==> config.mk <==
export PLATFORM = sky130hd
export DESIGN_NAME = v_hier_subdeser_flat
export DESIGN_NICKNAME = d
export VERILOG_FILES = /design/src/rtl/v_hier_subdeser_pkg.sv /design/src/rtl/v_hier_subdeser_if.sv /design/src/rtl/v_hier_subdeser_wordreg.sv /design/src/rtl/v_hier_subdeser.sv /design/src/flat_wrapper.sv
export SDC_FILE = /design/constraint.sdc
export NUM_CORES = 1
export LEC_CHECK = 0
export ABC_AREA = 0
export CAP_MARGIN = 20
export CORE_AREA = 2 2 48 62
export CTS_BUF_LIST = sky130_fd_sc_hd__clkbuf_16
export DETAILED_ROUTE_END_ITERATION = 6
export DIE_AREA = 0 0 50 64
export GPL_ROUTABILITY_DRIVEN = 0
export PLACE_DENSITY = 0.78
export SYNTH_ARGS = -nofsm -noshare
export SYNTH_HDL_FRONTEND = slang
export SYNTH_HIERARCHICAL = 1
export SYNTH_SLANG_ARGS = --single-unit
==> constraint.sdc <==
create_clock -name clk -period 3.79 [get_ports clk]
set_input_delay 1.137 -clock clk [delete_from_list [all_inputs] [get_ports clk]]
set_output_delay 1.137 -clock clk [all_outputs]
set_load 0.1 [all_outputs]
==> src/rtl/v_hier_subdeser_pkg.sv <==
// Shared types for the one-bit serial link receive path: FSM states and counter sizing.
// No logic, no latency, no backpressure of its own.
package v_hier_pkg;

    typedef enum logic [1:0] {
        IDLE  = 2'd0,
        SHIFT = 2'd1,
        FULL  = 2'd2
    } state_t;

    // Bits needed to hold a bit count from 0 up to and including width.
    function automatic int cnt_w(input int width);
        return $clog2(width + 1);
    endfunction

endpackage

==> src/rtl/v_hier_subdeser_if.sv <==
// Bit-in / word-out bundle of the serial deserializer.
// Both sides are valid/ready; the deserializer owns bit_ready, word_valid, word_data and sync_err.
// Backpressure: bit_ready toward the bit source, word_ready from the word sink.
interface v_hier_subdeser_if #(
    parameter int WIDTH = 8
);
    logic                    bit_valid;
    logic signed             bit_in;
    logic                    frame_start;
    logic                    bit_ready;
    logic                    word_valid;
    logic signed [WIDTH-1:0] word_data;
    logic                    word_ready;
    logic                    sync_err;

    modport master (
        output bit_valid, bit_in, frame_start, word_ready,
        input  bit_ready, word_valid, word_data, sync_err
    );

    modport slave (
        input  bit_valid, bit_in, frame_start, word_ready,
        output bit_ready, word_valid, word_data, sync_err
    );
endinterface

==> src/rtl/v_hier_subdeser_wordreg.sv <==
// One-entry valid/ready output register holding an assembled word.
// Latency: a load is visible the cycle after i_load; backpressure: holds data while !i_ready.
// o_free reports the slot can take a load this edge (empty, or being drained now).
module v_hier_wordreg #(
    parameter int WIDTH = 8
) (
    input  logic             clk,
    input  logic             reset,
    input  logic             i_load,
    input  logic [WIDTH-1:0] i_data,
    input  logic             i_ready,
    output logic             o_valid,
    output logic [WIDTH-1:0] o_data,
    output logic             o_free
);
    logic             r_valid;
    logic [WIDTH-1:0] r_data;

    assign o_valid = r_valid;
    assign o_data  = r_data;
    assign o_free  = !r_valid || i_ready;

    // A load on the same edge as a drain wins, so the slot never bubbles.
    always_ff @(posedge clk) begin
        if (reset) begin
            r_valid <= 1'b0;
            r_data  <= '0;
        end else if (i_load) begin
            r_valid <= 1'b1;
            r_data  <= i_data;
        end else if (r_valid && i_ready) begin
            r_valid <= 1'b0;
        end
    end
endmodule

==> src/rtl/v_hier_subdeser.sv <==
// Serial-to-word deserializer: framed single bits in, WIDTH-bit words out, sticky framing error.
// Latency: word_valid the cycle after the last bit when the output slot is free.
// Backpressure: a completed word waits in the shift register (FULL) and bit_ready drops until it moves.
module v_hier_subdeser
    import v_hier_pkg::*;
#(
    parameter int WIDTH     = 8,
    parameter bit MSB_FIRST = 1'b1
) (
    input  logic             clk,
    input  logic             reset,
    v_hier_subdeser_if.slave bus
);
    localparam int            CW       = cnt_w(WIDTH);
    localparam logic [CW-1:0] LAST_CNT = CW'(WIDTH - 1);
    localparam logic [CW-1:0] FULL_CNT = CW'(WIDTH);
    localparam logic [CW-1:0] ONE_CNT  = CW'(1);

    state_t           r_state, w_state_nxt;
    logic [CW-1:0]    r_cnt, w_cnt_nxt;
    logic [WIDTH-1:0] r_shift, w_shift_nxt, w_shifted;
    logic             r_sync_err, w_err_set;
    logic             w_bit_xfer, w_word_xfer, w_out_free, w_load;
    logic [WIDTH-1:0] w_load_dat, w_word_dat;

    assign bus.bit_ready = (r_state != FULL);
    assign bus.sync_err  = r_sync_err;
    assign bus.word_data = w_word_dat;
    assign w_bit_xfer    = bus.bit_valid && bus.bit_ready;
    assign w_word_xfer   = bus.word_valid && bus.word_ready;

    // After WIDTH shifts every stale bit has left the register, so no clear on frame start.
    assign w_shifted = MSB_FIRST ? {r_shift[WIDTH-2:0], bus.bit_in}
                                 : {bus.bit_in, r_shift[WIDTH-1:1]};

    always_comb begin
        w_state_nxt = r_state;
        w_cnt_nxt   = r_cnt;
        w_shift_nxt = r_shift;
        w_err_set   = 1'b0;
        w_load      = 1'b0;
        w_load_dat  = w_shifted;
        case (r_state)
            IDLE: begin
                if (w_bit_xfer) begin
                    if (bus.frame_start) begin
                        w_shift_nxt = w_shifted;
                        w_cnt_nxt   = ONE_CNT;
                        w_state_nxt = SHIFT;
                    end else begin
                        w_err_set = 1'b1;
                    end
                end
            end
            SHIFT: begin
                if (w_bit_xfer) begin
                    // A restart beats completion even on the final bit position.
                    if (bus.frame_start) begin
                        w_err_set   = 1'b1;
                        w_shift_nxt = w_shifted;
                        w_cnt_nxt   = ONE_CNT;
                    end else if (r_cnt == LAST_CNT) begin
                        if (w_out_free) begin
                            w_load      = 1'b1;
                            w_cnt_nxt   = '0;
                            w_state_nxt = IDLE;
                        end else begin
                            w_shift_nxt = w_shifted;
                            w_cnt_nxt   = FULL_CNT;
                            w_state_nxt = FULL;
                        end
                    end else begin
                        w_shift_nxt = w_shifted;
                        w_cnt_nxt   = r_cnt + 1'b1;
                    end
                end
            end
            FULL: begin
                if (w_word_xfer) begin
                    w_load      = 1'b1;
                    w_load_dat  = r_shift;
                    w_cnt_nxt   = '0;
                    w_state_nxt = IDLE;
                end
            end
            default: begin
                w_state_nxt = IDLE;
                w_cnt_nxt   = '0;
            end
        endcase
    end

    always_ff @(posedge clk) begin
        if (reset) begin
            r_state    <= IDLE;
            r_cnt      <= '0;
            r_shift    <= '0;
            r_sync_err <= 1'b0;
        end else begin
            r_state    <= w_state_nxt;
            r_cnt      <= w_cnt_nxt;
            r_shift    <= w_shift_nxt;
            r_sync_err <= r_sync_err || w_err_set;
        end
    end

    v_hier_wordreg #(.WIDTH(WIDTH)) u_wordreg (
        .clk     (clk),
        .reset   (reset),
        .i_load  (w_load),
        .i_data  (w_load_dat),
        .i_ready (bus.word_ready),
        .o_valid (bus.word_valid),
        .o_data  (w_word_dat),
        .o_free  (w_out_free)
    );
endmodule

==> src/flat_wrapper.sv <==
// flat-port wrapper written by rule: the top's interface ports become plain ports
module v_hier_subdeser_flat import v_hier_pkg::*;
#(
    parameter int WIDTH     = 8,
    parameter bit MSB_FIRST = 1'b1
)
  (clk, reset, bus_bit_valid, bus_bit_in, bus_frame_start, bus_word_ready, bus_bit_ready, bus_word_valid, bus_word_data, bus_sync_err);
  v_hier_subdeser_if #(.WIDTH(WIDTH)) bus_i ();
  input  logic clk;
  input  logic reset;
  input wire logic [$bits(bus_i.bit_valid)-1:0] bus_bit_valid;
  input wire logic [$bits(bus_i.bit_in)-1:0] bus_bit_in;
  input wire logic [$bits(bus_i.frame_start)-1:0] bus_frame_start;
  input wire logic [$bits(bus_i.word_ready)-1:0] bus_word_ready;
  output wire logic [$bits(bus_i.bit_ready)-1:0] bus_bit_ready;
  output wire logic [$bits(bus_i.word_valid)-1:0] bus_word_valid;
  output wire logic [$bits(bus_i.word_data)-1:0] bus_word_data;
  output wire logic [$bits(bus_i.sync_err)-1:0] bus_sync_err;
  assign bus_i.bit_valid = bus_bit_valid;
  assign bus_i.bit_in = bus_bit_in;
  assign bus_i.frame_start = bus_frame_start;
  assign bus_i.word_ready = bus_word_ready;
  assign bus_bit_ready = bus_i.bit_ready;
  assign bus_word_valid = bus_i.word_valid;
  assign bus_word_data = bus_i.word_data;
  assign bus_sync_err = bus_i.sync_err;
  v_hier_subdeser #(.WIDTH(WIDTH), .MSB_FIRST(MSB_FIRST)) u_core (.clk(clk), .reset(reset), .bus(bus_i));
endmodule
* Word-level counts from Yosys, hierarchy flattened
Index checks and enable logic that the tools add are counted.
Operators by class: reductions and logical operators 11, equality and inequality tests 11, muxes and demuxes 38, $add $sub $neg 1
Operators with widths (number):
- $mux 8 | 8
- $mux 4 | 7
- $pmux 8 s2 | 1
- $mux 2 | 7
- $pmux 4 s3 | 1
- $mux 1 | 11
- $ne 2x1->1 const B | 4
- $ne 2x2->1 const B | 3
- $pmux 2 s3 | 1
- $reduce_and 6->1 | 1
- $reduce_and 5->1 | 1
- $add 4x1->4 const B | 1
- $eq 4x3->1 const B | 1
- $ne 4x4->1 const B | 1
- $pmux 1 s2 | 2
- $reduce_and 4->1 | 1
- $reduce_bool 2->1 | 2
- $eq 2x1->1 const B | 1
- $eq 2x2->1 const B | 1
- $logic_and 1x1->1 | 2
- $logic_not 2->1 | 1
- $logic_or 1x1->1 | 2
- $logic_not 1->1 | 1
Word-level totals: flip-flop bits (word level) 24, word-level logic and storage cells 67, input port bits 6

* Depth between registers and ports, before layout
Gate-level depths: netlist (run 1).
depth in word-level cells 8, depth in mapped cells 8, depth with buffers taken out 7

* By module
Netlist (run 1), hierarchy kept.
By module, submodules not included:
- v_hier_subdeser | area each 939.7 um2, cells each 101, seq. area each 300.3 um2, instances 1
- v_hier_wordreg | area each 321.6 um2, cells each 30, seq. area each 180.2 um2, instances 1

* Least setup slack after synthesis (run 1)
OpenSTA, ideal clock, no wires.
path type register -> output, start point register u_core.r_state[0], end point output port bus_bit_ready, required time 2.653 ns, arrival time 1.220 ns, path slack 1.433 ns, stages on the path, launching flop included 4, cell sequence dfxtp_1 > inv_1 > ha_1 > inv_1
On the way: word-level cells in the longest chain between the ends 1
RTL lines:
- start: declaration | RTL line v_hier_subdeser.sv:19 | state_t r_state, w_state_nxt;
- start signal: assignment | RTL line v_hier_subdeser.sv:100 | r_state <= w_state_nxt;
- $ne 2x2->1 | RTL line v_hier_subdeser.sv:26 | assign bus.bit_ready = (r_state != FULL);
- end: declaration | RTL line flat_wrapper.sv:15 | output wire logic [$bits(bus_i.bit_ready)-1:0] bus_bit_ready;
No other way between the ends.

* Final worst setup path (run 1)
start point input port bus_frame_start, end point register u_core.u_wordreg.r_data[6], in the netlist u_core/u_wordreg/o_data[6]
On the way: word-level cells in the longest chain between the ends 3
RTL lines:
- start: declaration | RTL line flat_wrapper.sv:13 | input wire logic [$bits(bus_i.frame_start)-1:0] bus_frame_start;
- $mux 1 | RTL line v_hier_subdeser.sv:58 | if (bus.frame_start) begin
- $mux 1 | RTL line v_hier_subdeser.sv:56 | if (w_bit_xfer) begin
- $pmux 1 s2 | RTL line v_hier_subdeser.sv:43 | case (r_state)
- via u_core.w_load | RTL line v_hier_subdeser.sv:23 | logic w_bit_xfer, w_word_xfer, w_out_free, w_load;
- end signal: assignment | RTL line v_hier_subdeser_wordreg.sv:30 | r_data <= i_data;
- end: declaration | RTL line v_hier_subdeser_wordreg.sv:17 | logic [WIDTH-1:0] r_data;
The timed path passes the listed nets, and every way through them passes these cells. A chain may end at the register's enable or synchronous reset.

==> metrics.md, run 1 <==
| Metric | Value |
|---|---|
| Top cell type's share of synthesized area | 0.381 |
| Final-report setup violation count | 0 |
| # H-tree levels | 1 |
| Cts bufs inserted | 3 |
| Setup TNS | 0 ps |
| Clk sinks | 24 |
| DP Wirelength | 1.70 mm |
| Full die area | 3200 um^2 |
| RSZ-0062 raised after global routing | false |
| Fraction of layout cells with a size suffix above 1 | 0.197 |
| Worst min-delay path class | reg -> reg |
| Comb pwr share | 0.103 |
| Most instantiated library cell after synthesis | dfxtp_1 |
| First-pass GRT wire length | 4.13 mm |
| Hold_ws | 481 ps |
| Max Cap Violations | 0 |
| CP max stage delay | 530 ps |
| Reg-to-reg slack, setup | 1730 ps |
| PD cells | 413 nW/um^2 |
| Sw Ratio | 0.212 |
| Number of flops mapped to enable cells by yosys | 0 |
| Reg-to-reg endpoint | u_core/u_wordreg/o_data[6] |
| Final WL | 2.43 mm |
| Post-CTS setup buffers | 0 |
| Critical Path RT | 3910 ps |
| Clock buffer depth | 2 |
| DR vias | 1009 |
| Slew @ Worst Pin | 883 ps |
| Synth Flop Type | dfxtp_1 |
| Largest net degree at the start of global routing | 29 |
| WL/cell | 13.4 um |
| Skew-Pair Late Insertion Delay | 260 ps |
| Largest fanout on the critical path | 9 |
| IO Port Bufs | 16 |
| Max Slew Vio Count | 0 |
| Yosys cell types | 32 |
| Final Hold Vio Count | 0 |
| Post-Synthesis Cells | 131 |
| Ports | 17 |
| Final period utilization | 0.702 |
| Critical path type | in -> reg |
| Initial antenna violation count | 0 |
| Die extent in y | 64 um |
| Gates resized, CTS repair | 0 |
| Post-DRT Antenna Nets | 0 |
| Antenna Cells | 0 |
| Via density | 5.57 |
| Family with the most delay on the worst path | buffers and inverters |
| Netlist Area Pre-Place | 1260 um^2 |
| Worst-path cell chain | clkdlybuf4s50_1, nor3b_1, nand3_1, a21boi_0, buf_4, mux2i_1, nor2_1 |
| Clk pin slew, worst setup/hold paths | 60 ps |
| Slowest library cell on the worst path | clkdlybuf4s50_1 |
| Sequential share of power | 0.414 |
| Largest cells by area after synthesis | dfxtp_1 38%, mux2i_1 13%, mux2_2 7.1% |
| CTS tree | done |
| All-Layer GR Usage | 0.165 |
| GRT overflow | 0 |
| Peak Freq | 376 MHz |
| Synth async-reset ratio | 0 |
| Number of global-route vias before repair | 1002 |
| Internal power | 0.494 mW |
| Arr. time, crit path | 2780 ps |
| Nets | 158 |
| Layout area overhead | 20.3% |
| Final clock skew | 2.42 ps |
| Max VDD drop | 0.270 mV |
| Worst r2r path cells | 8 |
| Worst slew margin | 0.410 |
| Post-synthesis register bit count | 24 |
| Yosys top cell by area | dfxtp_1 |
| Starting Density | 0.485 |
| Root buffer cell | clkbuf_16 |
| DRC violations left | 0 |
| Final min period | 2660 ps |
| Critical path startpoint category | input pin |
| Crit. End Element | register |
| Seq/Total Area, Yosys | 0.381 |
| Syn nets | 141 |
| Hold_buf cts | 0 |
| Leading cell types by count after synthesis | 24 x dfxtp_1, 16 x mux2i_1, 14 x nor2_1 |
| Clock share of power | 0.483 |
| Die width | 50 um |
| Sw Pwr | 0.133 mW |
| Synthesis warning total | 6 |
| WHS Endpoint | u_core/bus.sync_err |
| DRT Pass-1 Iters | 4 |
| Site Rows | 21 |
| Static Leak | 0.560 nW |
| Core area | 2600 um^2 |
| WP buf/inv | 2 |
| Avg Inst Size Synth | 9.63 um^2 |
| Outcome | finished, final reports clean |
| Hold path cells | 2 |
| Iteration-0 DRC count of the detailed router | 21 |
| Worst hold start | u_core/bus.sync_err |
| Reg2reg start | u_core/r_cnt[0] |
worst reg2reg max path, stage by stage, from the launching register on:
cell      delay (ps)
dfxtp_1          400
ha_1             270
nand3b_1         150
nor3b_1          300
nand3_1          130
a21boi_0         190
buf_4            220
mux2i_1          210
nor2_1            50
per-layer routing:
layer / global-route usage / part of all wire
met3: 0.0210 / 0.040
met5: 0 / 0
met2: 0.278 / 0.50
met1: 0.187 / 0.43
met4: 0.122 / 0.023
layout by cell type (no fill, tap or decap), types with 4 or more instances in the layout:
cell and n:
ha_1 4, inv_1 7, nor2_1 14, nand2b_1 13, buf_4 12, clkdlybuf4s50_1 5
nand2_1 4, mux2i_1 16, nand3_1 5, dfxtp_1 24, mux2_2 8, a21oi_1 5
power groups by stage:
stage / Sequential (mW) / Combinational [mW] / Clock, mW
final: 0.259 / 0.0647 / 0.303
after global routing: 0.260 / 0.0695 / 0.320
after CTS: 0.259 / 0.0648 / 0.307
after detailed placement: 0.265 / 0.0642 / 0
after global placement: 0.265 / 0.0624 / 0
after floorplan: 0.272 / 0.0426 / 0
sequential cells by signal (all words and copies together) (netlist names):
signal and cells:
u_core/r_state 2, u_core/bus.sync_err 1, u_core/u_wordreg/o_data 8, u_core/r_cnt 4, u_core/u_wordreg/o_valid 1, u_core/r_shift 8
metrics by stage:
stage	total power, mW	utilization	worst slack (ps)	area (um^2)	cells
floorplan	0.314	-	1430	1260	131
global placement	0.327	0.543	915	1410	177
detailed placement	0.329	0.543	861	1410	177
CTS	0.631	0.583	1140	1520	181
global route	0.649	0.583	995	1520	181
finish	0.627	0.583	1130	1520	181
cell type report:
cell class | instances | area (um^2)
fill | 224 | 1080
multi-input combinational | 95 | 723
sequential | 24 | 480
timing repair buffer | 17 | 140
clock buffer | 3 | 75.1
tap | 34 | 42.5
clock inverter | 1 | 30.0
inverter | 7 | 26.3
how the worst max path moves through the flow:
stage	endpoint	cells after the start	start	slack, ps
3_3_place_gp	u_core/u_wordreg/o_data[5]	7	bus_frame_start	920
5_1_grt	u_core/u_wordreg/o_data[1]	7	bus_frame_start	1000
6_report	u_core/u_wordreg/o_data[6]	7	bus_frame_start	1130
3_5_place_dp	u_core/u_wordreg/o_data[6]	7	bus_frame_start	860
4_1_cts	u_core/u_wordreg/o_data[6]	7	bus_frame_start	1140
2_1_floorplan	bus_bit_ready	3	u_core/r_state[0]	1430
cells by family after synthesis:
family,count (synthesis),share of synthesized area
multiplexers,24,0.198
AO/OA/AOI/OAI,20,0.130
buffers and inverters,12,0.0456
flip-flops,24,0.381
AND/OR/NAND/NOR,47,0.205
adder cells (fa/ha/maj),4,0.0397
Note: power is estimated with default switching activity, not from simulation.
==> run 2: changes to the inputs <==
--- a/config.mk
+++ b/config.mk
@@ -7,12 +7,12 @@
 export LEC_CHECK = 0
 export ABC_AREA = 0
 export CAP_MARGIN = 20
-export CORE_AREA = 2 2 48 62
+export CORE_AREA = 2 2 49 63
 export CTS_BUF_LIST = sky130_fd_sc_hd__clkbuf_16
 export DETAILED_ROUTE_END_ITERATION = 6
-export DIE_AREA = 0 0 50 64
+export DIE_AREA = 0 0 51 65
 export GPL_ROUTABILITY_DRIVEN = 0
-export PLACE_DENSITY = 0.78
+export PLACE_DENSITY = 0.79
 export SYNTH_ARGS = -nofsm -noshare
 export SYNTH_HDL_FRONTEND = slang
 export SYNTH_HIERARCHICAL = 1
==> constraint.sdc (replaced) <==
create_clock -name clk -period 2.25 [get_ports clk]
set_input_delay 0.675 -clock clk [delete_from_list [all_inputs] [get_ports clk]]
set_output_delay 0.675 -clock clk [all_outputs]
set_load 0.1 [all_outputs]
==> metrics.md, run 2 (same netlist as run 1, synthesis figures left out) <==
| Metric | Value |
|---|---|
| CTS tree | done |
| Static Leak | 0.608 nW (+8.5%) |
| Skew-Pair Late Insertion Delay | 260 ps (about the same) |
| Largest fanout on the critical path | 9 (unchanged) |
| Clk sinks | 24 (unchanged) |
| Fillers | 252 (+13%) |
| Critical path type | in -> reg |
| Ports | 17 (unchanged) |
| Layout area overhead | 27.3% |
| Die width | 51 um (+2.0%) |
| Final period utilization | 0.879 |
| Nets | 166 (+5.1%) |
| Critical Path RT | 2400 ps (-1510 ps) |
| DP Wirelength | 1.80 mm (+6.0%) |
| Placed Area | 1500 um^2 (+6.2%) |
| Critical path startpoint category | input pin |
| Commonest non-fill, non-tap cell in the layout | dfxtp_1 |
| Starting Density | 0.454 (-0.0312) |
| Worst slew margin | 0.590 (+0.180) |
| All-Layer GR Usage | 0.163 (-0.00212) |
| Largest net degree at the start of global routing | 22 (-24%) |
| DRT Pass-1 Iters | 4 (unchanged) |
| Full die area | 3320 um^2 (+3.6%) |
| Worst min-delay path class | reg -> reg |
| WL/cell | 12.6 um (-6.4%) |
| Post-CTS setup buffers | 0 (unchanged) |
| Max Cap Violations | 0 (unchanged) |
| Arr. time, crit path | 2130 ps (-650 ps) |
| Cts bufs inserted | 3 (unchanged) |
| Die extent in y | 65 um (+1.6%) |
| Clk pin slew, worst setup/hold paths | 60 ps (about the same) |
| Final min period | 1980 ps |
| Hold_buf cts | 0 (unchanged) |
| Max VDD drop | 0.381 mV (+41%) |
| Post-DRT Antenna Nets | 0 (unchanged) |
| # H-tree levels | 1 (unchanged) |
| PD cells | 662 nW/um^2 (+60%) |
| Crit. End Element | register |
| RSZ-0062 raised after global routing | false |
| IO Port Bufs | 16 (unchanged) |
| Commonest cells after routing, fill and taps aside | 24 x dfxtp_1, 18 x buf_4, 16 x mux2i_1, 14 x nor2_1, 13 x nand2b_1 |
| Outcome | finished, final reports clean |
| Fraction of layout cells with a size suffix above 1 | 0.239 (+0.0414) |
| DR vias | 1006 (-0.30%) |
| Antenna Cells | 0 (unchanged) |
| Iteration-0 DRC count of the detailed router | 22 (+4.8%) |
| Slew @ Worst Pin | 614 ps (-269 ps) |
| Number of global-route vias before repair | 996 (-0.60%) |
| Final Hold Vio Count | 0 (unchanged) |
| Clock buffer depth | 2 (unchanged) |
| Via density | 5.27 (-5.5%) |
| Root buffer cell | clkbuf_16 |
| Design Area, Final | 1610 um^2 (+5.8%) |
| Final-report setup violation count | 0 (unchanged) |
| Hold_ws | 491 ps (+10.5 ps) |
| Max Slew Vio Count | 0 (unchanged) |
| First-pass GRT wire length | 4.15 mm (+0.48%) |
| Peak Freq | 505 MHz |
| GRT overflow | 0 (unchanged) |
| Core area | 2780 um^2 (+6.9%) |
| Gates resized, CTS repair | 0 (unchanged) |
| Dpl cells | 187 (+5.6%) |
| Final WL | 2.40 mm (-1.3%) |
| Setup TNS | 0 ps (unchanged) |
| Site Rows | 22 (+4.8%) |
| Final clock skew | 1.35 ps (-1.08 ps) |
| Finished Layout Cells | 191 (+5.5%) |
| DRC violations left | 0 (unchanged) |
| Initial antenna violation count | 0 (unchanged) |
-- run 2: power breakdown --
| group | switching (mW) | leakage (nW) | internal [mW] |
|---|---|---|---|
| Sequential | 0.00521 | 0.194 | 0.432 |
| Clock | 0.151 | 0.0511 | 0.354 |
| Combinational | 0.0633 | 0.363 | 0.0578 |
-- run 2: worst max-delay path: stages --
cell	delay, ps
clkdlybuf4s50_1	430
nor3b_1	250
nand3_1	100
a21boi_0	190
buf_4	220
mux2i_1	200
nor2_1	60
-- run 2: per-layer routing --
layer / GRT usage / share of wire / up-vias
met3: 0.0369 / 0.038 / 5
met4: 0.0912 / 0.020 / 0
li1: - / - / 509
met2: 0.297 / 0.51 / 17
met5: 0 / 0 / -
met1: 0.167 / 0.43 / 475
-- run 2: worst paths after layout --
path                                   startpoint                    endpoint  slack, ps  depth (start not counted)
worst max-delay path              bus_frame_start  u_core/u_wordreg/o_data[6]        270                          7
worst min-delay path            u_core/r_shift[7]           u_core/r_shift[7]        490                          2
worst max register to register    u_core/r_cnt[0]  u_core/u_wordreg/o_data[6]        280                          8
worst min register to register  u_core/r_shift[7]           u_core/r_shift[7]        490                          2
-- run 2: final cells by class --
cell class                 instances  area, um^2  area share
multi-input combinational         95         723       0.451
sequential                        24         480       0.299
timing repair buffer              25         225       0.140
clock buffer                       3        75.1      0.0468
tap                               36        45.0      0.0281
clock inverter                     1        30.0      0.0187
inverter                           7        26.3      0.0164
-- run 2: stage by stage --
step / total power, mW / util / worst slack [ps]
6_report: 1.06 / 0.577 / 272
3_3_place_gp: 0.565 / 0.540 / 27.2
5_1_grt: 1.10 / 0.577 / 67.6
3_5_place_dp: 0.568 / 0.540 / 17.4
2_1_floorplan: 0.529 / - / 21.5
4_1_cts: 1.08 / 0.577 / 270
